[src/rtl/dmem_port_arbiter.sv]
// Shares the single data-memory port between the CPU MEM stage and a block-transfer (DMA) requester.
// CPU accesses pass straight through; DMA bursts are bounded, and a wait counter forces DMA in when the CPU keeps the port busy.
//
// state   | meaning
// --------+------------------------------------------------------------
// ST_CPU  | CPU drives the port; wait_cnt counts cycles the DMA was held off
// ST_DMA  | DMA drives the port; burst_cnt counts acks in this grant
module dmem_port_arbiter #(
  parameter int MAX_BURST    = 8,
  parameter int STARVE_LIMIT = 4
) (
  input  logic        clock,
  input  logic        clr,
  input  logic        cpu_req,
  input  logic        cpu_we,
  input  logic [31:0] cpu_addr,
  input  logic [31:0] cpu_wdata,
  output logic [31:0] cpu_rdata,
  output logic        cpu_stall,
  input  logic        dma_req,
  input  logic        dma_we,
  input  logic [31:0] dma_addr,
  input  logic [31:0] dma_wdata,
  output logic [31:0] dma_rdata,
  output logic        dma_ack,
  output logic        dma_gnt,
  output logic [31:0] mem_addr,
  output logic [31:0] mem_datain,
  output logic        mem_we,
  input  logic [31:0] mem_dataout
);

  localparam int WW = (STARVE_LIMIT > 1) ? $clog2(STARVE_LIMIT) : 1;
  localparam int BW = (MAX_BURST > 1) ? $clog2(MAX_BURST) : 1;
  localparam logic [WW-1:0] WAIT_LAST  = WW'(STARVE_LIMIT - 1);
  localparam logic [BW-1:0] BURST_LAST = BW'(MAX_BURST - 1);

  typedef enum logic {ST_CPU, ST_DMA} state_t;

  state_t        state, state_nxt;
  logic [WW-1:0] wait_cnt, wait_nxt;
  logic [BW-1:0] burst_cnt, burst_nxt;

  always_ff @(posedge clock) begin
    if (clr) begin
      state     <= ST_CPU;
      wait_cnt  <= '0;
      burst_cnt <= '0;
    end else begin
      state     <= state_nxt;
      wait_cnt  <= wait_nxt;
      burst_cnt <= burst_nxt;
    end
  end

  always_comb begin
    state_nxt  = state;
    wait_nxt   = wait_cnt;
    burst_nxt  = burst_cnt;
    mem_addr   = cpu_addr;
    mem_datain = cpu_wdata;
    mem_we     = 1'b0;
    cpu_stall  = 1'b0;
    dma_ack    = 1'b0;
    dma_gnt    = 1'b0;
    case (state)
      ST_CPU: begin
        mem_we = cpu_req & cpu_we;
        if (dma_req && cpu_req && (wait_cnt != WAIT_LAST))
          wait_nxt = wait_cnt + 1'b1;
        // CPU is still served this cycle; the DMA owns the port from the next edge
        if (dma_req && (!cpu_req || (wait_cnt == WAIT_LAST))) begin
          state_nxt = ST_DMA;
          wait_nxt  = '0;
          burst_nxt = '0;
        end
      end
      ST_DMA: begin
        mem_addr   = dma_addr;
        mem_datain = dma_wdata;
        mem_we     = dma_req & dma_we;
        dma_ack    = dma_req;
        dma_gnt    = 1'b1;
        cpu_stall  = cpu_req;
        if (dma_req)
          burst_nxt = (burst_cnt == BURST_LAST) ? '0 : burst_cnt + 1'b1;
        // Yield only to a waiting CPU; an uncontested DMA keeps the port
        if (!dma_req || (cpu_req && (burst_cnt == BURST_LAST))) begin
          state_nxt = ST_CPU;
          wait_nxt  = '0;
          burst_nxt = '0;
        end
      end
      default: state_nxt = ST_CPU;
    endcase
  end

  assign cpu_rdata = mem_dataout;
  assign dma_rdata = mem_dataout;

endmodule

[config.mk]
export PLATFORM = sky130hd
export DESIGN_NAME = dmem_port_arbiter
export DESIGN_NICKNAME = d
export VERILOG_FILES = /design/src/rtl/dmem_port_arbiter.sv
export SDC_FILE = /design/constraint.sdc
export NUM_CORES = 1
export LEC_CHECK = 0
export CORE_AREA = 8 8 108 110
export DETAILED_ROUTE_END_ITERATION = 7
export DIE_AREA = 0 0 116 118
export PLACE_DENSITY = 0.67
export SETUP_SLACK_MARGIN = 0.1
export SYNTH_ARGS = -nofsm -noshare
export SYNTH_HDL_FRONTEND = slang
export SYNTH_SLANG_ARGS = --single-unit
[constraint.sdc]
create_clock -name clock -period 2.3 [get_ports clock]
set_input_delay 0.46 -clock clock [delete_from_list [all_inputs] [get_ports clock]]
set_output_delay 0.46 -clock clock [all_outputs]
set_load 0.005 [all_outputs]
**Yosys cells after proc, flatten, opt, wreduce, memory -nomap -nowiden**

Cells that the tools add are included.

- Bits of input ports: 166
- Logic and storage cells: 43
- Output and inout port bits: 132
- Register bits after elaboration: 6

- Bitwise logic cells: 3
- Reductions and logical operators: 10
- $add $sub $neg: 2
- Mux-type cells: 18
- Eq/ne operators: 7

Operator list:

| operator | count |
|---|---|
| two-way mux 32 bit | 2 |
| two-way mux 3 bit | 4 |
| two-way mux 2 bit | 3 |
| one-hot mux 3 bit (2 select lines) | 1 |
| two-way mux 1 bit | 5 |
| logical AND 1 bit | 4 |
| != test 2 bit, second input constant | 2 |
| one-hot mux 1 bit (2 select lines) | 2 |
| one-hot mux 2 bit (2 select lines) | 1 |
| AND reduction 2 bit | 2 |
| adder 3 x 1 -> 3 bit, second input constant | 1 |
| equality test 3 bit, second input constant | 1 |
| != test 3 x 2 -> 1 bit, second input constant | 1 |
| != test 3 bit, second input constant | 1 |
| adder 2 x 1 -> 2 bit, second input constant | 1 |
| bitwise AND 1 bit | 2 |
| equality test 2 bit, second input constant | 1 |
| zero test 1 bit | 2 |
| logical OR 1 bit | 2 |
| != test 2 x 1 -> 1 bit, second input constant | 1 |
| NOT 1 bit | 1 |

**Logic depth before layout (Yosys ltp)**

Gate-level depths: netlist (run 1).

- Depth in word-level cells: 5
- Mapped depth: 6
- Gate-level depth less buffers: 5

**Worst setup path after synthesis (run 1)**

No wires, ideal clock.

- Path type: register to output
- Start: reg state
- End: out mem_addr[10]
- Required time: 1.840 ns
- Cell stages (with the launch flop): 4
- Path slack: 0.868 ns
- Arrival time: 0.972 ns
- Buffers on the path: 2
- Cells stage by stage: dfxtp_1 > buf_6 > buf_4 > mux2_2

- Cells in the longest elaborated chain, start to end: 1

Ends and longest elaborated chain:

| what | line | source |
|---|---|---|
| start: declaration | 40 | `state_t state, state_nxt;` |
| start signal: assignment | 50 | `state <= state_nxt;` |
| two-way mux 32 bit | 66 | `case (state)` |
| end: declaration | 27 | `output logic [31:0] mem_addr,` |

No other way between the ends.

**Worst setup path in the final report (run 1)**

- Start: in cpu_req
- End: out cpu_stall

- Cells in the longest elaborated chain, start to end: 1

Ends and longest elaborated chain:

| what | line | source |
|---|---|---|
| start: declaration | 14 | `input logic cpu_req,` |
| two-way mux 1 bit | 66 |  |
| end: declaration | 19 | `output logic cpu_stall,` |

No other way between the ends.

==> results of run 1 <==
-- timing repair --
action / in CTS / in global routing
hold buffers: 0 / 0
gates resized for setup: 1 / 0
setup endpoints to repair: 1 / 0
-- state kept, by name (all words and copies together), names as in the netlist --
| register | flops |
|---|---|
| wait_cnt | 2 |
| burst_cnt | 3 |
| state | 1 |
-- tightest hold or removal path, stage by stage (launching register included) --
cell,delay [ns]
dfxtp_1,0.30
nand2b_1,0.07
o21ai_1,0.05
-- power breakdown --
| part | switching [mW] | internal, mW |
|---|---|---|
| Sequential | 0.00269 | 0.108 |
| Clock | 0.0447 | 0.112 |
| Combinational | 0.136 | 0.428 |
| Total | 0.183 | 0.648 |
-- cell usage after synthesis --
cell,count,area [um2]
o2bb2ai_1,1,8.76
o21a_1,1,7.51
nor3b_2,1,12.5
buf_8,1,15.0
inv_2,1,3.75
buf_6,1,11.3
a211oi_1,1,7.51
a21oi_1,1,5.00
o21ai_0,1,5.00
nand2_4,1,11.3
inv_1,1,3.75
mux2_2,64,721
o21ai_1,2,10.0
nor2b_1,1,6.26
dfxtp_1,6,120
nand2b_1,2,12.5
a21o_1,1,7.51
a22o_1,2,17.5
ha_1,3,37.5
nand2_1,3,11.3
nand4_1,1,6.26
nor2_1,2,7.51
buf_4,70,526
nor4_1,1,6.26
and2_1,1,6.26
nand4b_1,1,8.76
-- cells in the final DEF (no fill, tap or decap), types with 2 or more instances in the layout --
master / instances
mux2_2: 64
buf_4: 2
a22o_1: 2
ha_1: 3
clkbuf_8: 3
nor2_1: 2
o21ai_1: 2
nand2_1: 3
nand2b_1: 2
dfxtp_1: 5
clkdlybuf4s50_1: 200
buf_12: 2
-- layout make-up --
cell class	instances	area, um2	share of cell area, %
multi-input cells	91	916	27.6
well taps	136	170	5.12
inverters	2	7.51	0.226
flip-flops and latches	6	121	3.65
clock buffers	3	41.3	1.24
repair buffers	205	2070	62.2
-- kinds of logic after synthesis --
group / Yosys count
simple gates: 14
buf+inv: 74
fa+ha+maj: 3
mux: 64
compound gates: 10
flops: 6
-- per-stage QoR --
stage / instance area [um2] / cells
floorplan: 1600 / 171
global placement: 3280 / 440
detailed placement: 3280 / 440
CTS: 3320 / 443
global route: 3320 / 443
finish: 3320 / 443
-- path summary, 6_finish.rpt --
| path | start | endpoint | depth (start not counted) |
|---|---|---|---|
| worst min-delay path | wait_cnt[1] | wait_cnt[1] | 2 |
| worst min register to register | wait_cnt[1] | wait_cnt[1] | 2 |
| worst max register to register | burst_cnt[0] | burst_cnt[2] | 5 |
| worst max-delay path | cpu_req | cpu_stall | 3 |
-- routing by layer --
metal	vias up	routed length (um)	track usage, %
li1	801	-	-
met1	745	2190	8.58
met2	121	3610	17.9
met3	24	956	4.36
met4	0	140	2.92
met5	-	0	0
==> impl_results.html, run 1 <==
<table>
<tr><th>Metric</th><th>Value</th></tr>
<tr><th colspan="2">Finish</th></tr>
<tr><td>Layout cells sized above 1</td><td>about a quarter</td></tr>
<tr><td>Fill cell count</td><td>between 1,000 and 1,500</td></tr>
<tr><td>Nets@finish</td><td>roughly 480</td></tr>
<tr><td>Final core area utilization</td><td>33.2%</td></tr>
<tr><td>Synth-to-layout area growth</td><td>108%</td></tr>
<tr><td>Diode insertion count for antenna repair</td><td>0</td></tr>
<tr><th colspan="2">Detailed routing</th></tr>
<tr><td>Post-detailed-route DRC marker count</td><td>0</td></tr>
<tr><td>Average vias per placed instance</td><td>between 3 and 4</td></tr>
<tr><td>Wire length reported by the detailed router</td><td>6900 um</td></tr>
<tr><td>Number of nets with antenna violations after detailed routing</td><td>0</td></tr>
<tr><td>Per-cell routed wire length</td><td>roughly 16 um</td></tr>
<tr><td>Initial DRC Count</td><td>40</td></tr>
<tr><td>Routed via count</td><td>between 1,500 and 2,000</td></tr>
<tr><td>Detailed Routing Iterations Pass 1</td><td>3</td></tr>
<tr><th colspan="2">Logic synthesis</th></tr>
<tr><td>Synthesized Nets</td><td>340</td></tr>
<tr><td>Xor and xnor fraction of the mapped netlist area</td><td>0%</td></tr>
<tr><td>Distinct cell type count of the synthesized netlist</td><td>26</td></tr>
<tr><td>Fraction of the mapped netlist area in compound gates</td><td>around 4.3%</td></tr>
<tr><td>Share of synthesized cell area in full adder, half adder and majority cells</td><td>under 10%</td></tr>
<tr><td>Count of mapped cells out of synthesis</td><td>between 150 and 200</td></tr>
<tr><td>Netlist Area Pre-Place</td><td>1600 um2</td></tr>
<tr><td>Main combinational cell family by area after synthesis</td><td>multiplexers</td></tr>
<tr><td>Syn. warnings</td><td>0</td></tr>
<tr><td>Syn Area/Cell</td><td>9.33 um2</td></tr>
<tr><td>Count of state elements after synthesis</td><td>6</td></tr>
<tr><td>Basic-gate share of the synthesized area counting and, or, nand and nor cells</td><td>around 5.6%</td></tr>
<tr><td>Mux contribution to synthesized area</td><td>45.2%</td></tr>
<tr><td>Register area share after synthesis</td><td>about 7.5%</td></tr>
<tr><th colspan="2">Setup path</th></tr>
<tr><td>Buf/Inv on CP</td><td>2</td></tr>
<tr><td>Cell occurring most often along the worst timing path</td><td>clkdlybuf4s50_1</td></tr>
<tr><td>Type of element capturing the critical path</td><td>output pin</td></tr>
<tr><td>Slack of the worst reg-to-reg path</td><td>~1.1 ns</td></tr>
<tr><td>Arrival time worst endpoint</td><td>approximately 1.7 ns</td></tr>
<tr><td>Kind of launch point of the worst setup path</td><td>input pin</td></tr>
<tr><td>Kind of cell with the highest combined delay on the critical path</td><td>buffers and inverters</td></tr>
<tr><td>Type of the worst setup path</td><td>in2out</td></tr>
<tr><td>Critical Path Slowest Stage Cell</td><td>clkdlybuf4s50_1</td></tr>
<tr><td>Cell-by-cell listing of the critical path</td><td>clkdlybuf4s50_1 &gt; and2_1 &gt; clkdlybuf4s50_1</td></tr>
<tr><td>Required arrival time at the worst endpoint</td><td>roughly 1.8 ns</td></tr>
<tr><td>Largest incremental delay on the critical path</td><td>between 0.5 and 0.6 ns</td></tr>
<tr><td>Max Fanout on Critical Path</td><td>3</td></tr>
<tr><th colspan="2">CTS</th></tr>
<tr><td>Clock tree from TritonCTS</td><td>done</td></tr>
<tr><td>Maximum buffer depth of the clock tree</td><td>2</td></tr>
<tr><td>CTS H-tree lvls</td><td>1</td></tr>
<tr><td>Clock insertion delay at the later pin of the skew report</td><td>approximately 0.22 ns</td></tr>
<tr><td>Clock Sinks</td><td>6</td></tr>
<tr><td>Master cell of the clock root buffer</td><td>clkbuf_8</td></tr>
<tr><td>Inserted Clock Buffers</td><td>3</td></tr>
<tr><td>Postcts setup bufs</td><td>0</td></tr>
<tr><td>Clock transition at the register clock pins on the worst setup and hold paths after CTS</td><td>~0.030 ns</td></tr>
<tr><th colspan="2">Die</th></tr>
<tr><td>Initial standard-cell utilization of the core</td><td>16.0%</td></tr>
<tr><td>Site Rows</td><td>37</td></tr>
<tr><td>Vert. Die Dim</td><td>between 100 and 150 um</td></tr>
<tr><td>IO Pins</td><td>~300</td></tr>
<tr><td>Die Outline Area</td><td>~14,000 um2</td></tr>
<tr><td>Placeable core region</td><td>~10000 um2</td></tr>
<tr><td>X dimension of the die</td><td>between 100 and 150 um</td></tr>
<tr><th colspan="2">STA</th></tr>
<tr><td>Count of endpoints failing hold in the final timing report</td><td>0</td></tr>
<tr><td>Setup skew after layout</td><td>between 0.0001 and 0.00015 ns</td></tr>
<tr><td>Worst Setup Slack, final</td><td>0.182 ns</td></tr>
<tr><td>Achievable clock frequency</td><td>about 470 MHz</td></tr>
<tr><td>Slew of the pin with the lowest slew margin</td><td>0.226 ns</td></tr>
<tr><td>Period minus WS final</td><td>~2.1 ns</td></tr>
<tr><td>Final count of pins violating max slew</td><td>0</td></tr>
<tr><td>Crit share post-route</td><td>roughly 92%</td></tr>
<tr><td>Number of setup violations in the final report</td><td>0</td></tr>
<tr><td>Final TNS setup</td><td>0 ns</td></tr>
<tr><td>Tightest hold margin</td><td>between 0.4 and 0.5 ns</td></tr>
<tr><td>RSZ-0062 raised after global routing</td><td>false</td></tr>
<tr><td>Worst relative slew slack</td><td>between 80% and 90%</td></tr>
<tr><th colspan="2">GRT</th></tr>
<tr><td>Number of global-route vias before repair</td><td>between 1,500 and 2,000</td></tr>
<tr><td>Number of antenna violations at the first check in global routing</td><td>0</td></tr>
<tr><td>Largest net degree at the start of global routing</td><td>38</td></tr>
<tr><td>Total overflow reported by the global router</td><td>0</td></tr>
<tr><td>GR Util All Layers</td><td>9.46%</td></tr>
<tr><td>Wire length of the first global-routing pass</td><td>10,500 um</td></tr>
<tr><th colspan="2">Place</th></tr>
<tr><td>Buffers on Ports</td><td>201</td></tr>
<tr><td>Dpl hpwl</td><td>slightly above 6000 um</td></tr>
<tr><td>Final weighted congestion in routability-driven placement</td><td>roughly 0.73</td></tr>
<tr><td>Setup Slack @ Placement</td><td>0.0842 ns</td></tr>
<tr><th colspan="2">Run status</th></tr>
<tr><td>Run status</td><td>complete, no violations</td></tr>
<tr><th colspan="2">Hold path</th></tr>
<tr><td>Path type of the worst min-delay path</td><td>reg2reg</td></tr>
<tr><th colspan="2">Power and ir drop</th></tr>
<tr><td>Design Power</td><td>roughly 0.83 mW</td></tr>
<tr><td>Peak ir drop on the vdd network</td><td>~0.22 mV</td></tr>
<tr><td>Static power due to leakage</td><td>between 1 and 1.5 nW</td></tr>
<tr><td>Pwr dens</td><td>between 200 and 300 nW/um2</td></tr>
<tr><th colspan="2">Run</th></tr>
<tr><td>Count of max-cap constraint violations</td><td>0</td></tr>
</table>
(Power assumes the default switching activity.)
==> run 2, diff against run 1 <==
--- a/config.mk
+++ b/config.mk
@@ -5,10 +5,11 @@
 export SDC_FILE = /design/constraint.sdc
 export NUM_CORES = 1
 export LEC_CHECK = 0
-export CORE_AREA = 8 8 108 110
+export ABC_AREA = 1
+export CORE_AREA = 8 8 111 113
+export CTS_BUF_LIST = sky130_fd_sc_hd__clkbuf_4 sky130_fd_sc_hd__clkbuf_8
 export DETAILED_ROUTE_END_ITERATION = 7
-export DIE_AREA = 0 0 116 118
-export PLACE_DENSITY = 0.67
+export DIE_AREA = 0 0 119 121
 export SETUP_SLACK_MARGIN = 0.1
 export SYNTH_ARGS = -nofsm -noshare
 export SYNTH_HDL_FRONTEND = slang
==> run 2 against run 1 <==
  * Synthesized cell count grew 84%
  * Sequential power is essentially flat
  * Non-clock buffer count grew 2
  * Flip-flop and latch count is the same
  * Core utilization shrank 1.6 points
  * Count of clock-buffer cells in the layout is the same
==> impl_results.html, run 2 <==
<table>
<tr><th>Metric</th><th>Value</th></tr>
<tr><th colspan="2">Detailed routing</th></tr>
<tr><td>Wire length reported by the detailed router</td><td>8240 um (+19%)</td></tr>
<tr><td>Detailed Routing Iterations Pass 1</td><td>4 (+1)</td></tr>
<tr><td>Number of nets with antenna violations after detailed routing</td><td>0 (unchanged)</td></tr>
<tr><td>Average vias per placed instance</td><td>3.81 (-0.13%)</td></tr>
<tr><td>Routed via count</td><td>2,234 (+32%)</td></tr>
<tr><td>Initial DRC Count</td><td>49 (+23%)</td></tr>
<tr><td>Post-detailed-route DRC marker count</td><td>0 (unchanged)</td></tr>
<tr><td>Per-cell routed wire length</td><td>14.1 um (-9.8%)</td></tr>
<tr><th colspan="2">Logic synthesis</th></tr>
<tr><td>Most frequent cell after synthesis</td><td>nand2_1</td></tr>
<tr><td>Count of mapped cells out of synthesis</td><td>315 (+84%)</td></tr>
<tr><td>Register area share after synthesis</td><td>7.29% (-0.23 points)</td></tr>
<tr><td>Syn Area/Cell</td><td>5.23 um2 (-44%)</td></tr>
<tr><td>Top cells by area in the synthesized netlist</td><td>nand2_1, buf_4, dfxtp_1, buf_6, buf_2</td></tr>
<tr><td>Share of synthesized flip-flops with an asynchronous set or reset</td><td>0% (unchanged)</td></tr>
<tr><td>List of most frequent post-synthesis cells</td><td>nand2_1, buf_4, buf_2</td></tr>
<tr><td>Top cell type's share of synthesized area</td><td>45.4% (+0.19 points)</td></tr>
<tr><td>Syn. warnings</td><td>0 (unchanged)</td></tr>
<tr><td>Top cell type by total area after synthesis</td><td>nand2_1</td></tr>
<tr><td>Number of enable-type register cells in the synthesized netlist</td><td>0 (unchanged)</td></tr>
<tr><td>Commonest register cell after synthesis</td><td>dfxtp_1</td></tr>
<tr><td>Distinct cell type count of the synthesized netlist</td><td>17 (-35%)</td></tr>
<tr><td>Count of state elements after synthesis</td><td>6 (unchanged)</td></tr>
<tr><td>Synthesized Nets</td><td>484 (+42%)</td></tr>
<tr><td>Netlist Area Pre-Place</td><td>1650 um2 (+3.2%)</td></tr>
<tr><th colspan="2">STA</th></tr>
<tr><td>Final count of pins violating max slew</td><td>0 (unchanged)</td></tr>
<tr><td>Worst Setup Slack, final</td><td>0.200 ns (+0.0181 ns)</td></tr>
<tr><td>Count of endpoints failing hold in the final timing report</td><td>0 (unchanged)</td></tr>
<tr><td>Crit share post-route</td><td>91.3% (-0.79 points)</td></tr>
<tr><td>RSZ-0062 raised after global routing</td><td>false</td></tr>
<tr><td>Tightest hold margin</td><td>0.465 ns (-0.00880 ns)</td></tr>
<tr><td>Final TNS setup</td><td>0 ns (unchanged)</td></tr>
<tr><td>Period minus WS final</td><td>2.10 ns (-0.0181 ns)</td></tr>
<tr><td>Number of setup violations in the final report</td><td>0 (unchanged)</td></tr>
<tr><td>Worst relative slew slack</td><td>82.6% (-2.2 points)</td></tr>
<tr><td>Slew of the pin with the lowest slew margin</td><td>0.261 ns (+0.0356 ns)</td></tr>
<tr><td>Setup skew after layout</td><td>0.000732 ns (+0.000607 ns)</td></tr>
<tr><td>Achievable clock frequency</td><td>476 MHz (+0.86%)</td></tr>
<tr><th colspan="2">Finish</th></tr>
<tr><td>Layout cells sized above 1</td><td>3.59% (-21 points)</td></tr>
<tr><td>Most used cells in the layout excluding fill and tap cells</td><td>clkdlybuf4s50_1, nand2_1, a21oi_1</td></tr>
<tr><td>Final core area utilization</td><td>31.7% (-1.6 points)</td></tr>
<tr><td>Diode insertion count for antenna repair</td><td>0 (unchanged)</td></tr>
<tr><td>Synth-to-layout area growth</td><td>104%</td></tr>
<tr><td>Biggest register</td><td>burst_cnt</td></tr>
<tr><td>Non-Filler Cell Area, Final</td><td>3360 um2 (+1.1%)</td></tr>
<tr><td>Nets@finish</td><td>617 (+29%)</td></tr>
<tr><td>Final std cells w/o fill</td><td>586 (+32%)</td></tr>
<tr><td>Most common library cell in the layout ignoring fill and taps</td><td>clkdlybuf4s50_1</td></tr>
<tr><td>Largest registers</td><td>burst_cnt: 3 flops, wait_cnt: 2 flops, state: 1 flops</td></tr>
<tr><td>Flip-flop count of the largest register after layout</td><td>3 (unchanged)</td></tr>
<tr><th colspan="2">Setup path</th></tr>
<tr><td>Type of element capturing the critical path</td><td>output pin</td></tr>
<tr><td>Kind of launch point of the worst setup path</td><td>input pin</td></tr>
<tr><td>Required arrival time at the worst endpoint</td><td>1.84 ns (about the same)</td></tr>
<tr><td>Arrival time worst endpoint</td><td>1.64 ns (-0.02 ns)</td></tr>
<tr><td>Max Fanout on Critical Path</td><td>5 (+2)</td></tr>
<tr><td>Type of the worst setup path</td><td>in2out</td></tr>
<tr><th colspan="2">CTS</th></tr>
<tr><td>Clock tree from TritonCTS</td><td>done</td></tr>
<tr><td>Master cell of the clock root buffer</td><td>clkbuf_8</td></tr>
<tr><td>Clock transition at the register clock pins on the worst setup and hold paths after CTS</td><td>0.04 ns (about the same)</td></tr>
<tr><td>Maximum buffer depth of the clock tree</td><td>2 (unchanged)</td></tr>
<tr><td>CTS H-tree lvls</td><td>1 (unchanged)</td></tr>
<tr><td>Inserted Clock Buffers</td><td>3 (unchanged)</td></tr>
<tr><td>Clock insertion delay at the later pin of the skew report</td><td>0.22 ns (about the same)</td></tr>
<tr><td>Clock Sinks</td><td>6 (unchanged)</td></tr>
<tr><th colspan="2">Place</th></tr>
<tr><td>Buffers on Ports</td><td>201 (unchanged)</td></tr>
<tr><td>Count of placed standard cells including taps</td><td>582 (+32%)</td></tr>
<tr><td>Setup Slack @ Placement</td><td>0.102 ns (+0.0178 ns)</td></tr>
<tr><td>Total cell area at the placement stage</td><td>3300 um2 (+0.61%)</td></tr>
<tr><td>Final weighted congestion in routability-driven placement</td><td>0.739 (+0.90%)</td></tr>
<tr><td>Dpl hpwl</td><td>7210 um (+17%)</td></tr>
<tr><th colspan="2">Run status</th></tr>
<tr><td>Run status</td><td>complete, no violations</td></tr>
<tr><th colspan="2">Run</th></tr>
<tr><td>Count of max-cap constraint violations</td><td>0 (unchanged)</td></tr>
<tr><th colspan="2">GRT</th></tr>
<tr><td>Largest net degree at the start of global routing</td><td>48 (+26%)</td></tr>
<tr><td>Wire length of the first global-routing pass</td><td>12,300 um (+17%)</td></tr>
<tr><td>Total overflow reported by the global router</td><td>0 (unchanged)</td></tr>
<tr><td>Number of antenna violations at the first check in global routing</td><td>0 (unchanged)</td></tr>
<tr><td>GR Util All Layers</td><td>10.3% (+0.87 points)</td></tr>
<tr><td>Number of global-route vias before repair</td><td>2,256 (+16%)</td></tr>
<tr><th colspan="2">Die</th></tr>
<tr><td>Vert. Die Dim</td><td>121 um (+2.5%)</td></tr>
<tr><td>Initial standard-cell utilization of the core</td><td>15.5% (-0.42 points)</td></tr>
<tr><td>X dimension of the die</td><td>119 um (+2.6%)</td></tr>
<tr><td>Placeable core region</td><td>10,600 um2 (+6.0%)</td></tr>
<tr><td>IO Pins</td><td>298 (unchanged)</td></tr>
<tr><td>Die Outline Area</td><td>14,400 um2 (+5.2%)</td></tr>
<tr><td>Site Rows</td><td>38 (+2.7%)</td></tr>
<tr><th colspan="2">Hold path</th></tr>
<tr><td>Path type of the worst min-delay path</td><td>reg2reg</td></tr>
<tr><th colspan="2">Power and ir drop</th></tr>
<tr><td>Design Power</td><td>0.877 mW (+5.5%)</td></tr>
<tr><td>Pwr dens</td><td>261 nW/um2 (+4.4%)</td></tr>
<tr><td>Static power due to leakage</td><td>1.56 nW (+28%)</td></tr>
<tr><td>Peak ir drop on the vdd network</td><td>0.274 mV (+25%)</td></tr>
</table>
==> run 2: cell count changes in the layout (fill, tap and decap cells not counted), moves of 3 or more <==
cell | before | now
nand2_1 | 3 | 199
mux2_2 | 64 | 0
inv_1 | 1 | 4
nand3_1 | 0 | 6
a21oi_1 | 1 | 7
==> run 2: logic make-up (layout without fill, tap and decap cells) <==
kind of cell / Yosys count / count (layout) / share of synthesized area, %
buffers and inverters: 86 / 217 / 38.0
AO/OA/AOI/OAI: 9 / 9 / 3.27
adder cells (fa/ha/maj): 3 / 3 / 2.28
AND/OR/NAND/NOR: 211 / 211 / 49.2
flip-flops: 6 / 6 / 7.30
==> run 2: timing repair <==
action / 4_1_cts / 5_1_grt
endpoints found under the hold margin: 0 / 0
buffers inserted: 0 / 1
resized for setup: 0 / 2
endpoints found under the setup margin: 0 / 8
hold buffers: 0 / 0
==> run 2: final timing paths <==
check / start / to / slack [ns] / cells after the start
worst max-delay path: cpu_req / cpu_stall / 0.20 / 4
worst max register to register: burst_cnt[0] / wait_cnt[0] / 1.05 / 7
worst min register to register: wait_cnt[1] / wait_cnt[1] / 0.46 / 2
worst min-delay path: wait_cnt[1] / wait_cnt[1] / 0.46 / 2
==> run 2: per-layer routing <==
metal / track usage, % / wire (um) / vias to the layer above
met5: 0 / 0 / -
met4: 3.32 / 196 / 0
met3: 2.65 / 601 / 28
met2: 19.4 / 4350 / 96
met1: 11.0 / 3090 / 962
li1: - / - / 1148
==> run 2: power by group <==
part	total, mW	internal [mW]	switching (mW)	leakage, nW
combinational	0.611	0.415	0.196	1.49
clock	0.155	0.112	0.0431	0.0216
sequential	0.111	0.108	0.00316	0.0491
total	0.877	0.635	0.242	1.56
==> run 2: cell type report <==
class,count,area (um2)
Fill cell,1162,7250
Timing Repair Buffer,207,2090
Multi-Input combinational cell,223,901
Tap cell,140,175
Sequential cell,6,121
Clock buffer,3,41.3
Inverter,7,30.0
==> run 2: worst max-delay path, stage by stage <==
cell and delay, ns:
clkdlybuf4s50_1 0.56, nand2_1 0.07, inv_1 0.06, clkdlybuf4s50_1 0.49
